## src/rtl/char_pkg.sv

```systemverilog
// Shared constants for the character write controller: opcodes, char width,
// blank code and controller state encoding.
package char_pkg;

    localparam int unsigned CHAR_W = 6;

    localparam logic [1:0] OP_PUTC    = 2'd0;
    localparam logic [1:0] OP_SET_COL = 2'd1;
    localparam logic [1:0] OP_SET_ROW = 2'd2;
    localparam logic [1:0] OP_CLEAR   = 2'd3;

    localparam logic [CHAR_W-1:0] BLANK_CHAR = 6'h3F;

    localparam logic [1:0] ST_IDLE      = 2'd0;
    localparam logic [1:0] ST_PUTC_WAIT = 2'd1;
    localparam logic [1:0] ST_CLR_RUN   = 2'd2;

endpackage

```

## src/rtl/char_cursor_ctr.sv

```systemverilog
// Row/column position counter: clamped load, increment with row-major wrap,
// clear, and a flag marking the last cell of the screen.
module char_cursor_ctr
    import char_pkg::*;
#(
    parameter int unsigned NUM_ROWS = 4,
    parameter int unsigned NUM_COLS = 16,
    parameter int unsigned ROW_W    = 2,
    parameter int unsigned COL_W    = 4
) (
    input  logic              clk,
    input  logic              rst_n,
    input  logic              clr,
    input  logic              load_row,
    input  logic              load_col,
    input  logic [CHAR_W-1:0] load_val,
    input  logic              inc,
    output logic [ROW_W-1:0]  row,
    output logic [COL_W-1:0]  col,
    output logic              last
);

    logic [ROW_W-1:0] row_q;
    logic [COL_W-1:0] col_q;
    logic [ROW_W-1:0] row_clamp;
    logic [COL_W-1:0] col_clamp;
    logic             row_end;
    logic             col_end;

    // Out-of-range indices saturate at the last row/column.
    assign row_clamp = (32'(load_val) >= NUM_ROWS) ? ROW_W'(NUM_ROWS - 1) : ROW_W'(load_val);
    assign col_clamp = (32'(load_val) >= NUM_COLS) ? COL_W'(NUM_COLS - 1) : COL_W'(load_val);

    assign row_end = (row_q == ROW_W'(NUM_ROWS - 1));
    assign col_end = (col_q == COL_W'(NUM_COLS - 1));

    always_ff @(posedge clk) begin
        if (!rst_n || clr) begin
            row_q <= '0;
            col_q <= '0;
        end else if (load_row) begin
            row_q <= row_clamp;
        end else if (load_col) begin
            col_q <= col_clamp;
        end else if (inc) begin
            if (col_end) begin
                col_q <= '0;
                row_q <= row_end ? '0 : row_q + ROW_W'(1);
            end else begin
                col_q <= col_q + COL_W'(1);
            end
        end
    end

    assign row  = row_q;
    assign col  = col_q;
    assign last = row_end && col_end;

endmodule

```

## src/rtl/char_write_ctrl.sv

```systemverilog
// Host-facing write sequencer for the character row buffers; every buffer
// write is deferred to a cycle where wr_window is high.
module char_write_ctrl
    import char_pkg::*;
#(
    parameter int unsigned       NUM_ROWS   = 4,
    parameter int unsigned       NUM_COLS   = 16,
    parameter int unsigned       ROW_W      = 2,
    parameter int unsigned       COL_W      = 4,
    parameter logic [CHAR_W-1:0] BLANK_CHAR = char_pkg::BLANK_CHAR
) (
    input  logic              clk,
    input  logic              rst_n,
    input  logic              cmd_valid,
    output logic              cmd_ready,
    input  logic [1:0]        cmd_op,
    input  logic [CHAR_W-1:0] cmd_data,
    input  logic              wr_window,
    output logic              wr_en,
    output logic [ROW_W-1:0]  wr_row,
    output logic [COL_W-1:0]  wr_col,
    output logic [CHAR_W-1:0] wr_char,
    output logic [ROW_W-1:0]  cursor_row,
    output logic [COL_W-1:0]  cursor_col,
    output logic              busy
);

    logic [1:0]        state_q;
    logic [CHAR_W-1:0] char_q;
    logic              wr_en_q;
    logic [ROW_W-1:0]  wr_row_q;
    logic [COL_W-1:0]  wr_col_q;
    logic [CHAR_W-1:0] wr_char_q;

    logic              accept;
    logic              putc_fire;
    logic              clr_fire;
    logic              clr_start;
    logic              clr_done;
    logic [ROW_W-1:0]  scan_row;
    logic [COL_W-1:0]  scan_col;
    logic              scan_last;
    logic              cursor_last_unused;

    assign cmd_ready = (state_q == ST_IDLE) && rst_n;
    assign busy      = (state_q != ST_IDLE);
    assign accept    = cmd_valid && cmd_ready;

    assign putc_fire = (state_q == ST_PUTC_WAIT) && wr_window;
    assign clr_fire  = (state_q == ST_CLR_RUN) && wr_window;
    assign clr_start = accept && (cmd_op == OP_CLEAR);
    assign clr_done  = clr_fire && scan_last;

    char_cursor_ctr #(
        .NUM_ROWS (NUM_ROWS),
        .NUM_COLS (NUM_COLS),
        .ROW_W    (ROW_W),
        .COL_W    (COL_W)
    ) u_cursor (
        .clk      (clk),
        .rst_n    (rst_n),
        .clr      (clr_done),
        .load_row (accept && (cmd_op == OP_SET_ROW)),
        .load_col (accept && (cmd_op == OP_SET_COL)),
        .load_val (cmd_data),
        .inc      (putc_fire),
        .row      (cursor_row),
        .col      (cursor_col),
        .last     (cursor_last_unused)
    );

    // Scan pointer walks every cell once during CLEAR, stalling while the window is closed.
    char_cursor_ctr #(
        .NUM_ROWS (NUM_ROWS),
        .NUM_COLS (NUM_COLS),
        .ROW_W    (ROW_W),
        .COL_W    (COL_W)
    ) u_scan (
        .clk      (clk),
        .rst_n    (rst_n),
        .clr      (clr_start),
        .load_row (1'b0),
        .load_col (1'b0),
        .load_val ('0),
        .inc      (clr_fire),
        .row      (scan_row),
        .col      (scan_col),
        .last     (scan_last)
    );

    always_ff @(posedge clk) begin
        if (!rst_n) begin
            state_q   <= ST_IDLE;
            char_q    <= '0;
            wr_en_q   <= 1'b0;
            wr_row_q  <= '0;
            wr_col_q  <= '0;
            wr_char_q <= '0;
        end else begin
            wr_en_q <= 1'b0;
            case (state_q)
                ST_IDLE: begin
                    if (accept) begin
                        char_q <= cmd_data;
                        if (cmd_op == OP_PUTC) begin
                            state_q <= ST_PUTC_WAIT;
                        end else if (cmd_op == OP_CLEAR) begin
                            state_q <= ST_CLR_RUN;
                        end
                    end
                end
                ST_PUTC_WAIT: begin
                    if (wr_window) begin
                        wr_en_q   <= 1'b1;
                        wr_row_q  <= cursor_row;
                        wr_col_q  <= cursor_col;
                        wr_char_q <= char_q;
                        state_q   <= ST_IDLE;
                    end
                end
                ST_CLR_RUN: begin
                    if (wr_window) begin
                        wr_en_q   <= 1'b1;
                        wr_row_q  <= scan_row;
                        wr_col_q  <= scan_col;
                        wr_char_q <= BLANK_CHAR;
                        if (scan_last) begin
                            state_q <= ST_IDLE;
                        end
                    end
                end
                default: state_q <= ST_IDLE;
            endcase
        end
    end

    assign wr_en   = wr_en_q;
    assign wr_row  = wr_row_q;
    assign wr_col  = wr_col_q;
    assign wr_char = wr_char_q;

endmodule

```

## config.mk

```make
export PLATFORM = sky130hd
export DESIGN_NAME = char_write_ctrl
export DESIGN_NICKNAME = d
export VERILOG_FILES = /design/src/rtl/char_pkg.sv /design/src/rtl/char_cursor_ctr.sv /design/src/rtl/char_write_ctrl.sv
export SDC_FILE = /design/constraint.sdc
export NUM_CORES = 1
export LEC_CHECK = 0
export CAP_MARGIN = 30
export CORE_MARGIN = 2
export CORE_UTILIZATION = 45
export CTS_BUF_LIST = sky130_fd_sc_hd__clkbuf_16
export DETAILED_ROUTE_END_ITERATION = 10
export GPL_ROUTABILITY_DRIVEN = 0
export MAX_ROUTING_LAYER = met4
export PLACE_DENSITY = 0.79
export SETUP_SLACK_MARGIN = 0.2
export SYNTH_ARGS = -nofsm -noshare
export SYNTH_HDL_FRONTEND = slang
export SYNTH_SLANG_ARGS = --single-unit
```

## constraint.sdc

```tcl
create_clock -name clk -period 2.2 [get_ports clk]
set_input_delay 0.66 -clock clk [delete_from_list [all_inputs] [get_ports clk]]
set_output_delay 0.66 -clock clk [all_outputs]
set_load 0.02 [all_outputs]
```

==> run summary, run 1 <==
Final wirelength: 4370 µm. The worst setup path is of the reg -> out kind. Of all nets on the critical path, the largest fanout is 4.

At the worst endpoint, the required time is 1.54 ns. For this run, design rule violations remaining after detail routing come to 0. The run gives 0.00234 mm² as the area of all placed cells without fillers.

The most common cell after layout, fill and taps aside was dfxtp_1. Path length in cells of the critical path: 1. After synthesis, flip-flops and latches occupy 39.8% of the total area. The final net count is 272, and the number of clock sinks is 33. The routed length per placed instance is 14.5 µm, and the total cell area at the placement stage is 0.00217 mm². Clock-pin slew was measured on the worst setup and hold paths at 0.06 ns. The effective utilization at floorplan came out at 46.0%.

The logs give 0 for the number of failing setup endpoints in the final timing report and 0 for the count of yosys warnings during synthesis. In this design, the stage delay of the slowest critical-path cell is 0.62 ns. Across the routed clock network, the largest skew measured is 0.00504 ns. The number of pins exceeding their max-slew limit in the final report came out at 0. The detail route stage leaves a number of antenna-violating nets equal to 0. Root buffer cell: clkbuf_16. In this run, the number of DRC markers left after iteration 0 of detailed routing was 160. From synthesis to final layout, the design area changed by 40.9%. Entering global routing, the biggest net connects 22 pins.

The arrival time of data at the critical path endpoint came out at 1.28 ns. In this run the standard cell core region covers 0.00361 mm². The number of distinct library cells after synthesis came out at 42. The number of cells on the worst hold path came out at 2. TritonCTS built the clock tree.

Hold is met by 0.461 ns. The min-delay analysis places its worst path in the category reg -> reg. The die is 64.7 µm tall. The later pin in the worst-skew pair is clocked with a latency of 0.27 ns. Across every metal layer, demand over resource in global routing totals 23.5%. The worst ir drop on vdd is 0.000520 V, and the total leakage power is 0.000954 µW. The power density over the cells works out to 798 mW/mm².

In this run the number of H-tree levels came out at 2. The run gives 0 as the global route total overflow. The number of max-capacitance violations reported came out at 0.

The vias per cell works out to 5.62. The number of placement rows came out at 22. From left edge to right edge, the die measures 64.7 µm. In the layout the commonest cells are dfxtp_1, buf_4, a21oi_1, clkdlybuf4s50_1, nand2_1. The run gives 33 as the total I/O pin count.

The floorplan step defined a die boundary enclosing 0.00419 mm². The total power consumption of the routed design was 1860 µW; the count of input and output buffers was 32. The depth of the worst register-to-register path is 8, and the final hold violation count is 0. Broken down by cell family, the worst path's largest delay share belongs to buffers and inverters.

Ratio of cells with drive above 1 in the final layout: 18.1%. The post-CTS repair timing setup buffer count is 0. The remaining max-slew budget at the tightest pin is 70.7%, and the upper clock frequency limit is 0.515 GHz. The number of inserted diodes is 0.

After synthesis, the cell types taking the most area are dfxtp_1, a21oi_1, ha_1. After layout, the minimum clock period comes to 1.94 ns. In this run, synthesis produced a sequential element count of 33. The critical path goes through clkdlybuf4s50_1. The run finished with clean final reports. Actual slew at the worst max-slew pin: 0.434 ns.

STA classifies the critical path endpoint as an output pin. The setup check on the worst reg-to-reg path leaves a slack of 0.32 ns. The length of the first detailed-routing pass in iterations was 5. Total vias in the final route: 1,697. A synthesized cell averages 8.33 µm². The biggest area contributor in the post-synthesis netlist is dfxtp_1. The worst setup path is launched from a register. The number of antenna violations at the first check in global routing is 0, and the total standard cell area after synthesis is 0.00166 mm².

The tools report the number of buffers inserted during clock tree synthesis as 5. The largest individual stage delay along the critical path comes from the cell clkdlybuf4s50_1. The synthesized netlist net count is 218, and the area share of the largest cell type after synthesis is 39.8%.

Via count of the first global-routing pass: 1,592. Maximum buffer depth of the clock tree: 2. The run gives 3150 µm as the post-detailed-placement half-perimeter wirelength. Setup repair after global routing left no endpoint under its margin.

The first global-routing pass estimated 7440 µm of wire. The final cycle utilization of the critical path came out at 88.2%. Synthesis handed over a netlist of 199 instances. At the end of the flow the core is filled with cells to 64.8%. Adding up every negative setup slack in the final design gives 0 ns.

The number of buffers and inverters on the critical path was 1.
## cell families after synthesis
group | share of synthesized area (%)
adder cells (fa/ha/maj) | 5.28
XOR/XNOR | 0.528
AO/OA/AOI/OAI | 23.2
flip-flops | 39.8
AND/OR/NAND/NOR | 22.9
multiplexers | 3.62
buffers and inverters | 4.68
## worst reg2reg max path, delay by kind of cell (launching register included)
kind | cells | cell delay (ns)
AND/OR/NAND/NOR | 3 | 0.71
AO/OA/AOI/OAI | 1 | 0.15
buffers and inverters | 3 | 0.40
flip-flops | 1 | 0.34
adder cells (fa/ha/maj) | 1 | 0.21
## registers in the layout, summed over array words and instances (netlist names)
signal	cells
u_cursor.col	4
wr_char	6
char_q	6
wr_col	4
wr_en	1
u_scan.col	4
u_cursor.row	2
u_scan.row	2
state_q	2
wr_row	2
## report_power, final
group | total, µW | internal (µW) | switching [µW]
clock | 669 | 414 | 255
combinational | 504 | 232 | 272
sequential | 691 | 656 | 35.1
## routing by layer
| layer | track usage [%] | up-vias | part of all wire, % |
|---|---|---|---|
| met5 | - | - | 0 |
| met4 | 6.38 | 0 | 1.1 |
| met3 | 4.69 | 8 | 6.8 |
| met2 | 37.9 | 77 | 47 |
| met1 | 30.1 | 771 | 45 |
| li1 | - | 841 | - |
## final cells by class
cell class,count,area (µm²)
Sequential cell,33,662
Inverter,5,18.8
Multi-Input combinational cell,152,946
Timing Repair Buffer,56,507
Clock inverter,3,17.5
Clock buffer,5,125
Fill cell,296,1270
Tap cell,48,60.1
## stage by stage
stage / std cells / worst slack [ns]
2_1_floorplan: 199 / 0.331
3_3_place_gp: 294 / -0.337
3_5_place_dp: 294 / -0.367
4_1_cts: 302 / 0.207
5_1_grt: 302 / 0.207
6_report: 302 / 0.260
## final timing paths
kind / from / endpoint
worst min-delay path: char_q[4]$_SDFFE_PN0P_ / char_q[4]$_SDFFE_PN0P_
worst max register to register: state_q[1]$_SDFFE_PN0P_ / u_cursor.row[1]$_SDFFE_PP0P_
worst max-delay path: u_cursor.row[1]$_SDFFE_PP0P_ / cursor_row[1]
worst min register to register: char_q[4]$_SDFFE_PN0P_ / char_q[4]$_SDFFE_PN0P_
## cells in the mapped netlist (all sizes together)
master / instances
nor2: 21
o22ai: 6
or4: 1
nor4b: 1
a221oi: 1
nand4: 2
o21a: 1
nand3: 12
clkbuf: 4
nand4b: 1
and2b: 1
dfxtp: 33
o211ai: 1
and2: 1
mux2i: 6
a31oi: 1
inv: 5
nor4: 1
o21ai: 13
buf: 5
a211o: 1
xor2: 1
nor2b: 2
nor3: 4
a21oi: 22
nand2b: 3
a21o: 1
and3: 4
ha: 7
o22a: 1
a22oi: 1
a211oi: 7
o31ai: 1
o41ai: 1
or4b: 1
nand2: 20
o2111ai: 2
a41oi: 1
or3: 2
## what timing repair did
item / CTS / global route
gates cloned: 0 / 0
gates resized for setup: 15 / 11
endpoints found under the setup margin: 9 / 11
pin swaps: 1 / 0
hold buffers: 0 / 0
Power figures use the tool's default switching activity.
==> run 2: changes to the inputs <==
==> constraint.sdc (replaced) <==
create_clock -name clk -period 2.2 [get_ports clk]
set_input_delay 0.66 -clock clk [delete_from_list [all_inputs] [get_ports clk]]
set_output_delay 0.66 -clock clk [all_outputs]
set_load 0.005 [all_outputs]
==> run 2 against run 1 <==
Compared with the run above:
- sequential power about the same
- clock skew up 0.0013 ns
- combinational power down 12%
- via count down 0.47%
- worst hold slack worse by 0.0037 ns
- sequential cell count unchanged
- wire length down 2.9%
- global-route usage down 1.5 points
==> run summary, run 2 (same netlist as run 1, synthesis figures left out) <==
The overall track demand over capacity in global routing came out at 22.0%. TritonCTS built the clock tree. The tools report the post-detailed-placement half-perimeter wirelength as 3080 µm. Category of cells accounting for the largest share of critical-path delay: buffers and inverters.

Setup violations remaining at the end of the flow were counted as 0. Leaving out fill and tap cells, the most frequent cell in the layout is dfxtp_1. In this run the worst hold path is classified as reg -> reg. The number of antenna violations at the first check in global routing came out at 0.

Clock tree synthesis selected as its root buffer the cell clkbuf_16. The number of inserted diodes is 0, and the final setup TNS is 0 ns. The logs give 0 for the final hold violation count and 22 for the number of placement rows. STA classifies the critical path startpoint as a register.

Power spread over the standard cell area amounts to 800 mW/mm². The top cell types in the final layout, fill and taps aside, are dfxtp_1, clkdlybuf4s50_1, buf_4. Effective utilization at floorplan: 46.0%.

Routed length per placed instance: 14.0 µm. The run gives 0 as the number of hold buffers added after CTS. The first TritonRoute pass finished after 4 iterations. The total leakage power was 0.000964 µW; the number of pins exceeding their max-slew limit in the final report was 0. The die is 64.7 µm tall.

For the worst setup path, the data arrival time is 1.27 ns. For the final database, setup skew stands at 0.00637 ns. STA classifies the critical path endpoint as an output pin.

The number of buffers and inverters on the critical path works out to 1. Setup repair after global routing left no endpoint under its margin. In this run the deepest clock path goes through 2 buffers.

The number of clock sinks is 33, and the count of input and output buffers is 32. The floorplan step defined a core boundary enclosing 0.00361 mm². The floorplan step defined a die boundary enclosing 0.00419 mm². The critical path goes through clkdlybuf4s50_1.

The routed design has 4240 µm of wire. During I/O placement, the number of pins put on the boundary was 33. For the worst ir drop on vdd, the log shows 0.000372 V. The net count of the finished layout is 273. The run gives 0 as the post-route DRC violation count. The run gives 1910 µW as the total power consumption of the routed design. After the first detailed-routing iteration, the DRC count stood at 105.

Count of nets left with antenna violations after detail routing: 0. Based on the critical path, the design can be clocked at up to 0.517 GHz. Entering global routing, the biggest net connects 22 pins.

The post-route netlist has 18.4% of its cells at a drive strength greater than 1. The post-CTS repair timing setup buffer count was 0; the number of buffers inserted during clock tree synthesis was 5. Category of the most critical setup path: reg -> out. The run finished with clean final reports. The logs give 0.28 ns for the source-to-sink clock delay at the later pin of the worst-skew pair and 6920 µm for the wire length of the first global-routing pass. The tools report the number of instances in the placed design as 295.

For the via count of the first global-routing pass, the log shows 1,524. The tool flagged a number of max-cap violations equal to 0. The delay of the slowest cell on the worst path came out at 0.55 ns. The finished layout holds 303 standard cells, fillers aside.

After detailed routing, the number of vias per cell comes to 5.57. The die is 64.7 µm wide. The run gives 1,689 as the total vias in the final route. The synthesis-to-layout area growth is 44.0%, and the post-route minimum period is 1.93 ns. Hold timing on the final database bottoms out at a slack of 0.457 ns. The slowest cell on the critical path is clkdlybuf4s50_1. The global route total overflow came out at 0.

Data required time of the worst path: 1.54 ns. The H-tree was split into 2 levels. In this run the worst path has a maximum fanout of 6. The remaining max-slew budget at the tightest pin came out at 78.3%. At the pin with the least slew margin, the transition time is 0.323 ns. The clock slew seen by the registers of the worst setup and hold paths is 0.06 ns, and the final cycle utilization of the critical path is 87.9%.
==> run 2: metrics by stage <==
step	cell area, µm²	worst slack [ns]	utilization [%]
floorplan	1660	0.403	-
global placement	2180	-0.235	60.4
detailed placement	2180	-0.245	60.4
CTS	2350	0.152	65.1
global route	2390	0.206	66.2
finish	2390	0.266	66.2
==> run 2: metal layers <==
metal  global-route usage (%)  part of all wire [%]  up-vias
li1                         -                     -      847
met1                     27.1                    47      785
met2                     35.3                    47       46
met3                     4.69                   4.3       11
met4                     8.78                   2.2        0
met5                        -                     0        -
==> run 2: layout make-up <==
type / instances / area (µm²)
Sequential cell: 33 / 664
Clock inverter: 3 / 37.5
Clock buffer: 5 / 125
Timing Repair Buffer: 57 / 531
Fill cell: 290 / 1220
Tap cell: 48 / 60.1
Inverter: 5 / 18.8
Multi-Input combinational cell: 152 / 951
==> run 2: final timing paths <==
kind	from	cells past startpoint	to	slack (ns)
setup / recovery	u_cursor.col[1]$_SDFFE_PP0P_	1	cursor_col[1]	0.27
hold reg to reg	char_q[0]$_SDFFE_PN0P_	2	char_q[0]$_SDFFE_PN0P_	0.46
setup reg to reg	u_scan.col[0]$_SDFFE_PP0N_	5	state_q[1]$_SDFFE_PN0P_	0.34
hold / removal	char_q[0]$_SDFFE_PN0P_	2	char_q[0]$_SDFFE_PN0P_	0.46
==> run 2: worst min-delay path, stage by stage, from the launching register on <==
cell and delay (ns):
dfxtp_1 0.31, nand2_1 0.05, a21oi_1 0.05
==> run 2: power by group <==
group / switching [µW] / leakage (µW) / internal [µW] / total [µW]
Combinational: 210 / 0.000611 / 234 / 444
Clock: 248 / 0.0000826 / 525 / 773
Sequential: 35.4 / 0.000270 / 657 / 693
Total: 493 / 0.000964 / 1420 / 1910
==> run 2: what timing repair did <==
item	CTS	global route
resized for setup	11	11
pin swaps	0	1
endpoints found under the setup margin	3	10
